==> src/rtl/logicnet_pkg.sv <==
// Shared types and helpers for the LogicNets input front-end.
// Latency: n/a (types and a pure function only).
// Backpressure: n/a.
// Contents: fsm_state_t (FILL/HOLD/DISCARD) and quantize(), the uniform
// saturating quantizer shared by the RTL and the reference model.
package logicnet_pkg;

    typedef enum logic [1:0] {
        FILL    = 2'd0,
        HOLD    = 2'd1,
        DISCARD = 2'd2
    } fsm_state_t;

    // Uniform quantizer: t = (x >>> shift) + offset, then clamp to
    // [0, 2^qbits-1]. The caller passes x already sign-extended to 32 bits.
    // For input widths up to 30 bits, the 32-bit arithmetic matches an
    // IN_W+2 bit datapath exactly.
    function automatic int quantize(input int x, input int shift,
                                    input int offset, input int qbits);
        int t;
        int lim;
        t   = (x >>> shift) + offset;
        lim = (1 << qbits) - 1;
        if (t < 0) begin
            return 0;
        end
        if (t > lim) begin
            return lim;
        end
        return t;
    endfunction

endpackage

==> src/rtl/logicnet_input_packer_if.sv <==
// Stream bundle between a feature source, the input packer and layer-0.
// Latency: n/a (wires only).
// Backpressure: s_valid/s_ready on the feature side, m_valid/m_ready on the frame side.
// master: drives the features and the frame-side ready (source and sink side).
// slave:  the packer itself.
interface logicnet_input_packer_if #(
    parameter int N_FEATURES = 16,
    parameter int IN_W       = 16,
    parameter int QBITS      = 2
);
    logic                          s_valid;
    logic                          s_ready;
    logic signed [IN_W-1:0]        s_data;
    logic                          s_last;
    logic                          m_valid;
    logic                          m_ready;
    logic [N_FEATURES*QBITS-1:0]   m_data;

    modport master (
        output s_valid, s_data, s_last, m_ready,
        input  s_ready, m_valid, m_data
    );

    modport slave (
        input  s_valid, s_data, s_last, m_ready,
        output s_ready, m_valid, m_data
    );
endinterface

==> src/rtl/logicnet_quantizer.sv <==
// Combinational signed feature -> QBITS code with saturation.
// Latency: 0 cycles (pure combinational).
// Backpressure: none; this block is a function of d only.
// Ports: d (IN_W signed feature in), q (QBITS code out).
module logicnet_quantizer
    import logicnet_pkg::*;
#(
    parameter int IN_W   = 16,
    parameter int QBITS  = 2,
    parameter int SHIFT  = 8,
    parameter int OFFSET = 2
) (
    input  logic signed [IN_W-1:0] d,
    output logic [QBITS-1:0]       q
);
    always_comb begin
        q = QBITS'(quantize(32'(d), SHIFT, OFFSET, QBITS));
    end
endmodule

==> src/rtl/logicnet_input_packer.sv <==
// Quantizes a stream of features and packs a full frame for the layer-0 LUTs.
// Latency: m_valid rises the cycle after the last feature transfer.
// Backpressure: s_ready drops while a frame is held; m_data frozen until m_ready.
// Ports: clk, rst (sync, active high); bus (slave view of the stream
// bundle); frame_err (one-cycle pulse per dropped frame); err_count
// (saturating count of dropped frames).
module logicnet_input_packer
    import logicnet_pkg::*;
#(
    parameter int N_FEATURES = 16,
    parameter int IN_W       = 16,
    parameter int QBITS      = 2,
    parameter int SHIFT      = 8,
    parameter int OFFSET     = 2,
    parameter int ERR_W      = 16
) (
    input  logic                        clk,
    input  logic                        rst,
    logicnet_input_packer_if.slave      bus,
    output logic                        frame_err,
    output logic [ERR_W-1:0]            err_count
);
    localparam int IDX_W = $clog2(N_FEATURES);
    localparam logic [IDX_W-1:0] LAST = IDX_W'(N_FEATURES - 1);

    fsm_state_t                  state, state_nxt;
    logic [IDX_W-1:0]            idx, idx_nxt;
    logic                        s_ready_q;
    logic                        m_valid_q;
    logic [N_FEATURES*QBITS-1:0] m_data_q;
    logic                        frame_err_q;
    logic [ERR_W-1:0]            err_cnt_q;
    logic                        fire;
    logic                        wr_en;
    logic                        err_nxt;
    logic [QBITS-1:0]            q;

    logicnet_quantizer #(
        .IN_W   (IN_W),
        .QBITS  (QBITS),
        .SHIFT  (SHIFT),
        .OFFSET (OFFSET)
    ) u_quant (
        .d (bus.s_data),
        .q (q)
    );

    // s_ready is a flop, so a transfer is qualified only by registered state.
    assign fire = bus.s_valid & s_ready_q;

    always_comb begin
        state_nxt = state;
        idx_nxt   = idx;
        err_nxt   = 1'b0;
        wr_en     = 1'b0;
        case (state)
            FILL: begin
                if (fire) begin
                    wr_en = 1'b1;
                    if (bus.s_last) begin
                        idx_nxt = '0;
                        if (idx == LAST) begin
                            state_nxt = HOLD;
                        end else begin
                            err_nxt = 1'b1;     // short frame
                        end
                    end else if (idx == LAST) begin
                        idx_nxt   = '0;
                        err_nxt   = 1'b1;       // long frame: drop the tail
                        state_nxt = DISCARD;
                    end else begin
                        idx_nxt = idx + 1'b1;
                    end
                end
            end
            HOLD: begin
                if (bus.m_ready) begin
                    state_nxt = FILL;
                end
            end
            DISCARD: begin
                if (fire && bus.s_last) begin
                    state_nxt = FILL;
                    idx_nxt   = '0;
                end
            end
            default: begin
                state_nxt = FILL;
                idx_nxt   = '0;
            end
        endcase
    end

    always_ff @(posedge clk) begin
        if (rst) begin
            state       <= FILL;
            idx         <= '0;
            s_ready_q   <= 1'b0;
            m_valid_q   <= 1'b0;
            m_data_q    <= '0;
            frame_err_q <= 1'b0;
            err_cnt_q   <= '0;
        end else begin
            state       <= state_nxt;
            idx         <= idx_nxt;
            // Handshake outputs are registered copies of the next state, so
            // m_ready never reaches s_ready combinationally.
            s_ready_q   <= (state_nxt != HOLD);
            m_valid_q   <= (state_nxt == HOLD);
            frame_err_q <= err_nxt;
            if (wr_en) begin
                m_data_q[idx*QBITS +: QBITS] <= q;
            end
            if (err_nxt && (err_cnt_q != {ERR_W{1'b1}})) begin
                err_cnt_q <= err_cnt_q + 1'b1;
            end
        end
    end

    assign bus.s_ready = s_ready_q;
    assign bus.m_valid = m_valid_q;
    assign bus.m_data  = m_data_q;
    assign frame_err   = frame_err_q;
    assign err_count   = err_cnt_q;
endmodule

==> src/flat_wrapper.sv <==
// flat-port wrapper written by rule: the top's interface ports become plain ports
module logicnet_input_packer_flat import logicnet_pkg::*;
#(
    parameter int N_FEATURES = 16,
    parameter int IN_W       = 16,
    parameter int QBITS      = 2,
    parameter int SHIFT      = 8,
    parameter int OFFSET     = 2,
    parameter int ERR_W      = 16
)
  (clk, rst, frame_err, err_count, bus_s_valid, bus_s_data, bus_s_last, bus_m_ready, bus_s_ready, bus_m_valid, bus_m_data);
  logicnet_input_packer_if #(.N_FEATURES(N_FEATURES), .IN_W(IN_W), .QBITS(QBITS)) bus_i ();
  input  logic clk;
  input  logic rst;
  output logic frame_err;
  output logic [ERR_W-1:0] err_count;
  input wire logic [$bits(bus_i.s_valid)-1:0] bus_s_valid;
  input wire logic [$bits(bus_i.s_data)-1:0] bus_s_data;
  input wire logic [$bits(bus_i.s_last)-1:0] bus_s_last;
  input wire logic [$bits(bus_i.m_ready)-1:0] bus_m_ready;
  output wire logic [$bits(bus_i.s_ready)-1:0] bus_s_ready;
  output wire logic [$bits(bus_i.m_valid)-1:0] bus_m_valid;
  output wire logic [$bits(bus_i.m_data)-1:0] bus_m_data;
  assign bus_i.s_valid = bus_s_valid;
  assign bus_i.s_data = bus_s_data;
  assign bus_i.s_last = bus_s_last;
  assign bus_i.m_ready = bus_m_ready;
  assign bus_s_ready = bus_i.s_ready;
  assign bus_m_valid = bus_i.m_valid;
  assign bus_m_data = bus_i.m_data;
  logicnet_input_packer #(.N_FEATURES(N_FEATURES), .IN_W(IN_W), .QBITS(QBITS), .SHIFT(SHIFT), .OFFSET(OFFSET), .ERR_W(ERR_W)) u_core (.clk(clk), .rst(rst), .bus(bus_i), .frame_err(frame_err), .err_count(err_count));
endmodule
==> config.mk <==
export PLATFORM = sky130hd
export DESIGN_NAME = logicnet_input_packer_flat
export DESIGN_NICKNAME = d
export VERILOG_FILES = /design/src/rtl/logicnet_pkg.sv /design/src/rtl/logicnet_input_packer_if.sv /design/src/rtl/logicnet_quantizer.sv /design/src/rtl/logicnet_input_packer.sv /design/src/flat_wrapper.sv
export SDC_FILE = /design/constraint.sdc
export NUM_CORES = 1
export LEC_CHECK = 0
export CAP_MARGIN = 20
export CORE_AREA = 2 2 88 90
export CTS_CLUSTER_SIZE = 14
export DETAILED_ROUTE_END_ITERATION = 8
export DIE_AREA = 0 0 90 92
export GPL_TIMING_DRIVEN = 0
export HOLD_SLACK_MARGIN = 0.02
export PLACE_DENSITY = 0.69
export REMOVE_ABC_BUFFERS = 1
export SETUP_SLACK_MARGIN = 0.02
export SLEW_MARGIN = 30
export SYNTH_ARGS = -nofsm -noshare
export SYNTH_HDL_FRONTEND = slang
export SYNTH_SLANG_ARGS = --single-unit
export TNS_END_PERCENT = 10
==> constraint.sdc <==
create_clock -name clk -period 3.1 [get_ports clk]
set_clock_uncertainty 0.1 [all_clocks]
set_input_delay 0.93 -clock clk [delete_from_list [all_inputs] [get_ports clk]]
set_output_delay 0.93 -clock clk [all_outputs]
set_load 0.1 [all_outputs]
==> flow_summary.json <==
{
  "cts.sinks": 57,
  "hp-start": "u_core.bus.m_data[21]",
  "period_share": 0.965,
  "dr.pass1.iters": 4,
  "grt_pass1_wl_um": 11600,
  "io_pins": 72,
  "combinationalPowerShare": 0.080,
  "dp_hpwl_um": 5000,
  "crit_slowest_cell": "clkdlybuf4s50_1",
  "clk_pin_slew_ns": 0.07,
  "maxCapViolations": 0,
  "ys_types": 55,
  "grt_use_met3": 0.0526,
  "r2r_start": "u_core.idx[0]",
  "power_density_mw_per_mm2": 423,
  "synth_edf_count": 0,
  "worst_pin_slew_ns": 0.995,
  "fin_setup_tns_ns": 0,
  "grt_overflow": 0,
  "drt_iter0_drc": 137,
  "use_met1": 0.214,
  "crit_path_cell_trace": "clkdlybuf4s50_1",
  "timing.critical_path.buf_inv": 1,
  "avgSynthCellArea_sq_um": 8.29,
  "sequentialPowerShare": 0.471,
  "synth_top_flop_cell": "dfxtp_1",
  "ys_ff_latch": 57,
  "cts_tree": "done",
  "cp-end-kind": "primary output",
  "rr_endpoint": "u_core.bus.m_data[19]",
  "relSlewSlack": 0.334,
  "vdd_ir_drop_max_uv": 227,
  "via_per_inst": 5.43,
  "dr_total_vias": 2733,
  "finalInstanceArea_sq_mm": 0.00372,
  "switching_share": 0.265,
  "arrival_ns": 1.96,
  "critPathLaunchType": "register",
  "drive_gt1_frac": 0.0823,
  "rsz0062_at_grt": "false",
  "min_period_ns": 2.99,
  "timing.fmax_mhz": 334,
  "synth.top_cells.by_count": "dfxtp_1 (57), nand2_1 (45), a21oi_1 (28)",
  "clk_latency_ns": 0.34,
  "yosysMostFrequentCell": "dfxtp_1",
  "grt_pass1_vias": 2539,
  "required_ns": 2.07,
  "grt-busiest-layer": "met2",
  "final_nets": 423,
  "dieWidth_um": 90,
  "htree_levels": 3,
  "worstHoldPathCells": 2,
  "cpLargestDelayFamily": "buffers and inverters",
  "outcome": "completed",
  "drc_errors": 0,
  "cts_root_buffer": "clkbuf_8",
  "dpl_cell_area_sq_mm": 0.00351,
  "wl_per_cell_um": 13.6,
  "reg2reg_depth": 7,
  "ys_warn_count": 0,
  "clkPwrFrac": 0.449,
  "syn_area_sq_mm": 0.00279,
  "io_buffers": 63,
  "core_area_sq_mm": 0.00745,
  "initial_core_util": 0.375,
  "synth_top_area_share": 0.408,
  "postCtsHoldBufs": 0,
  "p_leak_nw": 1.23,
  "grt_use_met2": 0.274,
  "die_h_um": 92,
  "cpPeakStageDelay_ns": 1.18,
  "antenna_cells": 0,
  "finalSetupViolations": 0,
  "syn2layout_area_growth_pct": 33.2,
  "grt_usage": 0.170,
  "wl_um": 6860,
  "place.gp.congestion": 0.830,
  "hold_class": "reg2reg",
  "maxSlewViolCount": 0,
  "criticalPathCategory": "reg2out",
  "worstPathMaxFanout": 7,
  "yosys-top-cells-area": "dfxtp_1 (41%), nand2_1 (6.0%), a21oi_1 (5.0%), o21ai_1 (4.1%), o31ai_1 (3.2%)",
  "dieArea_sq_mm": 0.00828,
  "worstHoldEndpoint": "u_core.bus.m_data[21]",
  "clockBufferDepth": 2,
  "yosysSeqAreaShare": 0.408,
  "cts_buffers": 9,
  "synth_top_area_cell": "dfxtp_1",
  "power.switching_mw": 0.417,
  "row_count": 32,
  "r2r_slack_ns": 0.51,
  "p_total_mw": 1.57,
  "hold_violations": 0,
  "async_reset_ff_frac": 0,
  "antenna_left": 0,
  "antenna_found_initial": 0,
  "netlist_instances": 337,
  "internal_power_mw": 1.16,
  "grt_max_degree": 28
}
==> through the flow <==
| step | util | worst slack [ns] | std cells | hold WS, ns |
|---|---|---|---|---|
| 6_report | 0.500 | 0.110 | 503 | 0.355 |
| 4_1_cts | 0.498 | 0.109 | 503 | 0.357 |
| 3_5_place_dp | 0.471 | -0.493 | 487 | 0.345 |
| 2_1_floorplan | - | 0.275 | 321 | 0.425 |
| 3_3_place_gp | 0.468 | -0.817 | 486 | 0.340 |
| 5_1_grt | 0.500 | 0.0229 | 503 | 0.380 |
==> placed cells by master, fill, tap and decap left out, types with 7 or more instances in the layout <==
master           synthesis  final
clkdlybuf4s50_1          0     62
dfxtp_1                 57     57
nand2_1                 45     45
a21oi_1                 28     28
o21ai_1                 23     23
nor2_1                  22     22
nand3_1                 13     13
nor3_1                  12     12
o31ai_1                 12     12
clkbuf_8                 0      9
inv_1                    7      7
nand4_1                  7      7
o21ai_0                  7      7
==> state kept, by name (all words and copies together) (netlist names) <==
signal              cells
u_core.bus.m_valid      1
u_core.err_count       16
u_core.bus.s_ready      1
u_core.state            2
u_core.frame_err        1
u_core.idx              4
u_core.bus.m_data      32
==> worst max path at each step <==
stage | startpoint | endpoint | slack, ns | cells after the start
after detailed placement | bus_s_data[9] | u_core.bus.m_data[2] | -0.49 | 7
after CTS | u_core.err_count[3] | err_count[3] | 0.11 | 1
after global routing | bus_s_data[9] | u_core.bus.m_data[10] | 0.02 | 7
after floorplan | u_core.err_count[0] | u_core.err_count[7] | 0.27 | 6
after global placement | rst | u_core.bus.m_data[23] | -0.82 | 6
final | u_core.err_count[3] | err_count[3] | 0.11 | 1
==> power groups by stage <==
stage | clock network, mW | registers (mW) | logic [mW]
6_report | 0.707 | 0.741 | 0.126
5_1_grt | 0.755 | 0.742 | 0.137
4_1_cts | 0.725 | 0.741 | 0.125
3_5_place_dp | 0 | 0.758 | 0.124
3_3_place_gp | 0 | 0.758 | 0.119
2_1_floorplan | 0 | 0.782 | 0.0486
==> layer usage <==
| metal | vias up | share of wire |
|---|---|---|
| li1 | 1360 | - |
| met1 | 1264 | 0.46 |
| met2 | 97 | 0.46 |
| met3 | 12 | 0.060 |
| met4 | 0 | 0.019 |
| met5 | - | 0 |
==> what timing repair did <==
action / in CTS / in global routing
buffers inserted: 0 / 0
cloned: 0 / 0
pin swaps: 0 / 0
setup endpoints to repair: 16 / 28
resized for setup: 1 / 3
==> logic make-up after synthesis <==
| group | after synthesis | synth area share |
|---|---|---|
| and+or+nand+nor | 146 | 0.280 |
| AOI/OAI and AO/OA | 93 | 0.210 |
| DFF | 57 | 0.408 |
| buffers and inverters | 25 | 0.0367 |
| adders and majority gates | 6 | 0.0269 |
| xor gates and xnor gates | 5 | 0.0184 |
| muxes | 5 | 0.0197 |
==> worst register-to-register path, cell delays in order, from the launching register on <==
cell	delay, ns
dfxtp_1	0.59
inv_2	0.13
ha_1	0.42
inv_2	0.09
nor4_2	0.46
nand3_1	0.29
nand2b_1	0.29
o21ai_1	0.17
==> final cells by class <==
type / count / area (sq um)
multi-input cells: 255 / 1560
fillers: 729 / 3730
clock inverters: 7 / 78.8
inverters: 9 / 33.8
clock buffers: 9 / 124
flip-flops and latches: 57 / 1140
well taps: 102 / 128
repair buffers: 64 / 653
No activity file was read; power rests on OpenSTA's default activity.
